$ cat config.mk
export PLATFORM = sky130hd
export DESIGN_NAME = branch_resolve_unit
export DESIGN_NICKNAME = d
export VERILOG_FILES = /design/src/rtl/branch_resolve_unit.sv
export SDC_FILE = /design/constraint.sdc
export NUM_CORES = 1
export LEC_CHECK = 0
export CAP_MARGIN = 40
export CELL_PAD_IN_SITES_DETAIL_PLACEMENT = 1
export CELL_PAD_IN_SITES_GLOBAL_PLACEMENT = 2
export CORE_ASPECT_RATIO = 1.2
export CORE_MARGIN = 5
export CORE_UTILIZATION = 32
export CTS_CLUSTER_SIZE = 30
export DETAILED_ROUTE_END_ITERATION = 12
export GPL_ROUTABILITY_DRIVEN = 0
export PLACE_DENSITY_LB_ADDON = 0.12
export SYNTH_ARGS = -nofsm -noshare
export SYNTH_HDL_FRONTEND = slang
export SYNTH_SLANG_ARGS = --single-unit
$ cat constraint.sdc
create_clock -name clk -period 5.45 [get_ports clk]
set_input_delay 1.09 -clock clk [delete_from_list [all_inputs] [get_ports clk]]
set_output_delay 1.09 -clock clk [all_outputs]
set_load 0.005 [all_outputs]
$ cat src/rtl/branch_resolve_unit.sv
// RV32 branch/jump condition resolver with a registered valid/ready stage and a 2-bit saturating BHT.
// Optional statistics counters are enabled by defining BRANCH_STATS_EN.
module branch_resolve_unit #(
    parameter int  XLEN      = 32,
    parameter int  BHT_DEPTH = 64,
    localparam int BHT_IDX_W = $clog2(BHT_DEPTH)
) (
    input  logic            clk,
    input  logic            rst,
    input  logic [XLEN-1:0] pred_pc,
    output logic            pred_taken,
    input  logic            in_valid,
    output logic            in_ready,
    input  logic [XLEN-1:0] in_pc,
    input  logic [XLEN-1:0] in_rs1,
    input  logic [XLEN-1:0] in_rs2,
    input  logic [3:0]      in_ctrl,
    input  logic            in_pred,
    input  logic            flush,
    output logic            out_valid,
    input  logic            out_ready,
    output logic            out_taken,
    output logic            out_mispredict,
`ifdef BRANCH_STATS_EN
    output logic [31:0]     stat_resolved,
    output logic [31:0]     stat_mispredicts,
`endif
    output logic            out_illegal
);

    typedef enum logic {
        S_INIT,
        S_RUN
    } state_t;

    state_t               state;
    logic [BHT_IDX_W-1:0] init_idx;
    logic [1:0]           bht [BHT_DEPTH];

    logic                 accept;
    logic                 dec_taken;
    logic                 dec_illegal;
    logic                 dec_mispredict;
    logic                 bht_upd;
    logic [BHT_IDX_W-1:0] upd_idx;
    logic [BHT_IDX_W-1:0] look_idx;
    logic [1:0]           ctr_cur;
    logic [1:0]           ctr_next;

    assign look_idx = pred_pc[BHT_IDX_W+1:2];
    assign upd_idx  = in_pc[BHT_IDX_W+1:2];

    // Array read is combinational; same-cycle updates land on the edge, so lookup sees the old value.
    assign pred_taken = (state == S_RUN) ? bht[look_idx][1] : 1'b0;

    assign in_ready = (state == S_RUN) && !flush && (!out_valid || out_ready);
    assign accept   = in_valid && in_ready;

    always_comb begin
        dec_taken   = 1'b0;
        dec_illegal = 1'b0;
        if (in_ctrl[3]) begin
            dec_taken = 1'b1;
        end else begin
            case (in_ctrl[2:0])
                3'b000:  dec_taken = (in_rs1 == in_rs2);
                3'b001:  dec_taken = (in_rs1 != in_rs2);
                3'b100:  dec_taken = ($signed(in_rs1) < $signed(in_rs2));
                3'b101:  dec_taken = ($signed(in_rs1) >= $signed(in_rs2));
                3'b110:  dec_taken = (in_rs1 < in_rs2);
                3'b111:  dec_taken = (in_rs1 >= in_rs2);
                default: dec_illegal = 1'b1;
            endcase
        end
        dec_mispredict = (dec_taken != in_pred);
    end

    assign bht_upd = accept && !rst && !in_ctrl[3] && !dec_illegal;
    assign ctr_cur = bht[upd_idx];

    always_comb begin
        ctr_next = ctr_cur;
        if (dec_taken) begin
            if (ctr_cur != 2'b11)
                ctr_next = ctr_cur + 2'b01;
        end else begin
            if (ctr_cur != 2'b00)
                ctr_next = ctr_cur - 2'b01;
        end
    end

    always_ff @(posedge clk) begin
        if (state == S_INIT)
            bht[init_idx] <= 2'b01;
        else if (bht_upd)
            bht[upd_idx] <= ctr_next;
    end

    always_ff @(posedge clk) begin
        if (rst) begin
            state          <= S_INIT;
            init_idx       <= '0;
            out_valid      <= 1'b0;
            out_taken      <= 1'b0;
            out_mispredict <= 1'b0;
            out_illegal    <= 1'b0;
`ifdef BRANCH_STATS_EN
            stat_resolved    <= '0;
            stat_mispredicts <= '0;
`endif
        end else begin
            case (state)
                S_INIT: begin
                    init_idx <= init_idx + 1'b1;
                    if (init_idx == BHT_IDX_W'(BHT_DEPTH - 1))
                        state <= S_RUN;
                end
                S_RUN: begin
                    if (flush) begin
                        out_valid <= 1'b0;
                    end else if (accept) begin
                        out_valid      <= 1'b1;
                        out_taken      <= dec_taken;
                        out_mispredict <= dec_mispredict;
                        out_illegal    <= dec_illegal;
`ifdef BRANCH_STATS_EN
                        stat_resolved <= stat_resolved + 32'd1;
                        if (dec_mispredict)
                            stat_mispredicts <= stat_mispredicts + 32'd1;
`endif
                    end else if (out_ready) begin
                        out_valid <= 1'b0;
                    end
                end
                default: state <= S_INIT;
            endcase
        end
    end

    logic unused_pc_bits;
    assign unused_pc_bits = ^{pred_pc[XLEN-1:BHT_IDX_W+2], pred_pc[1:0],
                              in_pc[XLEN-1:BHT_IDX_W+2], in_pc[1:0]};

endmodule

==> impl_metrics.py <==
metrics = {
    "die": {
        "rows": 61,
        "initial_core_util_pct": 32.32,
        "die_width_um": 149.3,
        "core_area_um2": 23050,
        "die_area_um2": 26440,
        "ioPinCount": 144,
        "die_h_um": 177.1,
    },
    "cells_and_area": {
        "layout.nets": 813,
        "fill_cells": 2401,
        "n_antenna_cell": 0,
        "finish.instance_area_um2": 9374,
        "syn_to_final_growth_pct": 25.83,
        "drive_gt1_share_pct": 17.86,
    },
    "grt": {
        "gr-usage-all-layers_pct": 16.32,
        "grt_pass1_vias": 5417,
        "antenna_found_initial": 0,
        "grt_max_degree": 39,
        "grt_overflow_total": 0,
        "grt_pass1_wl_um": 31770,
    },
    "yosys": {
        "synth_area_leaders": "edfxtp_1 (52%), mux4_2 (17%), ha_1 (5.5%), nor2_1 (4.0%), dfxtp_1 (3.0%)",
        "synth.most_common_cell": "edfxtp_1",
        "avgSynthCellArea_um2": 13.74,
        "syn_inst": 542,
        "synth_seq_cells": 139,
        "ys_types": 61,
        "yosys-top-cells-count": "edfxtp_1 (128), nor2_1 (79), mux4_2 (55)",
        "syn-cell-area_um2": 7450,
        "synth_nets": 713,
        "synth_edf_count": 128,
        "async_flop_share_pct": 0,
        "yosysTopAreaCellShare_pct": 51.60,
        "yosys.area.top_type": "edfxtp_1",
        "synth_ff_type": "edfxtp_1",
        "ys_warn_count": 0,
        "ys_seq_area_share_pct": 54.55,
    },
    "placement": {
        "dpl.hpwl_um": 15530,
        "dpl_cell_area_um2": 8781,
        "port_buffers": 91,
        "post-place-ws_ns": 0.2339,
    },
    "clocking": {
        "cts-hold-fix-buffers": 0,
        "cts_resized": 0,
        "root_buffer": "clkbuf_16",
        "numCtsBuffers": 17,
        "clk_pin_slew_ns": 0.06,
        "numClockSinks": 139,
        "clk_path_buf_depth": 2,
        "clock_latency_ns": 0.43,
        "ctsHtreeMaxLevel": 4,
        "cts_setup_buffers": 0,
        "tritoncts": "done",
    },
    "critical_path": {
        "crit_type": "in2out",
        "cp-end-kind": "primary output",
        "worstPathRequired_ns": 4.36,
        "arrival_ns": 4.09,
        "startpoint_type": "primary input",
        "cp_max_fo": 16,
    },
    "pwr": {
        "seq_power_share_pct": 45.1,
        "p_switching_w": 0.0006013,
        "power_density_nw_per_um2": 274.0,
        "p_comb_share_pct": 10.0,
        "ir_drop_uv": 211.5,
        "intPower_w": 0.001967,
        "p_leak_nw": 3.403,
        "clock_power_share_pct": 44.9,
        "switching_share_pct": 23.41,
        "total_power_w": 0.002569,
    },
    "route": {
        "postRouteAntennaNets": 0,
        "wl_per_cell_um": 21.96,
        "drtPass1Iterations": 4,
        "vias_per_cell": 5.121,
        "routed_wl_um": 21300,
        "drt_iter0_drc": 251,
        "remaining_drc_errors": 0,
        "vias": 4967,
    },
    "timing": {
        "maxSlewViolCount": 0,
        "setup_violations": 0,
        "fin_crit_sh_pct": 95.00,
        "tightest_slew_ns": 0.8637,
        "fin_skew_ns": 0.01138,
        "timing.final.ws_setup_ns": 0.2725,
        "finalCriticalPeriod_ns": 5.178,
        "fmax_mhz": 193.1,
        "setup_tns_ns": 0,
        "final-hold-violation-count": 0,
        "slew_headroom_pct": 41.66,
        "rsz0062_at_grt": "no",
    },
    "worst_hold_path": {
        "hold_class": "reg2reg",
    },
    "run_status": {
        "status": "finished clean",
    },
    "job": {
        "cap_violations": 0,
    },
}
-- cell families after synthesis --
family	count (synthesis)	share of synthesized area, %
flip-flops	139	54.55
AO/OA/AOI/OAI	74	6.937
AND/OR/NAND/NOR	161	10.60
buffers and inverters	65	3.745
adder cells (fa/ha/maj)	33	5.543
XOR/XNOR	4	0.4704
multiplexers	66	18.16
-- cells in the final DEF (no fill, tap or decap), types with 11 or more instances in the layout --
cell               n
clkdlybuf4s50_1   90
dfxtp_1           11
edfxtp_1         128
buf_4             14
clkbuf_16         17
a21oi_1           23
ha_1              33
mux4_2            55
nor2_1            79
nand2_1           22
inv_1             37
-- stage by stage --
step / hold WS (ns) / cells / util [%]
final: 0.4691 / 970 / 40.67
after global routing: 0.5027 / 970 / 40.67
after CTS: 0.4775 / 970 / 40.67
after detailed placement: 0.4689 / 938 / 38.10
after global placement: 0.4487 / 935 / 38.00
after floorplan: 0.4527 / 542 / -
-- sequential cells by signal, indices dropped and copies added (netlist names) --
| name | cells |
|---|---|
| init_idx | 6 |
| state | 1 |
| out_mispredict | 1 |
| bht | 128 |
| out_valid | 1 |
| out_illegal | 1 |
| out_taken | 1 |
-- layout make-up --
class | instances | area (µm²) | share of cell area, %
Sequential cell | 139 | 4064 | 43.35
Multi-Input combinational cell | 338 | 3126 | 33.34
Timing Repair Buffer | 107 | 1051 | 11.21
Clock buffer | 17 | 425.4 | 4.538
Tap cell | 315 | 394.1 | 4.204
Clock inverter | 15 | 167.7 | 1.789
Inverter | 39 | 146.4 | 1.562
-- power by group through the flow --
stage | combinational [W] | sequential [W] | clock, W
2_1_floorplan | 0.000137 | 0.00118 | 0
5_1_grt | 0.000282 | 0.00116 | 0.00122
3_5_place_dp | 0.000262 | 0.00118 | 0
3_3_place_gp | 0.000258 | 0.00118 | 0
4_1_cts | 0.000263 | 0.00116 | 0.00118
6_report | 0.000258 | 0.00116 | 0.00115
-- final timing paths --
path / start / endpoint / slack (ns) / cells past startpoint
min reg2reg: out_taken / out_taken / 0.47 / 2
max: pred_pc[2] / pred_taken / 0.27 / 7
min: out_taken / out_taken / 0.47 / 2
max reg2reg: state / bht[28][1] / 1.96 / 8
-- worst max-delay path, stage by stage --
cell and delay (ns):
clkdlybuf4s50_1 0.52, buf_12 0.22, mux4_2 0.54, mux4_2 0.56
mux4_2 0.50, and2_1 0.17, clkdlybuf4s50_1 0.50
-- metal layers --
layer | track usage [%] | vias up | routed length [µm]
met1 | 19.97 | 2476 | 8780
met4 | 5.570 | 0 | 601
met2 | 28.33 | 138 | 10580
met3 | 3.791 | 33 | 1333
met5 | 0 | - | 0
li1 | - | 2320 | -
Note: power is estimated with default switching activity, not from simulation.
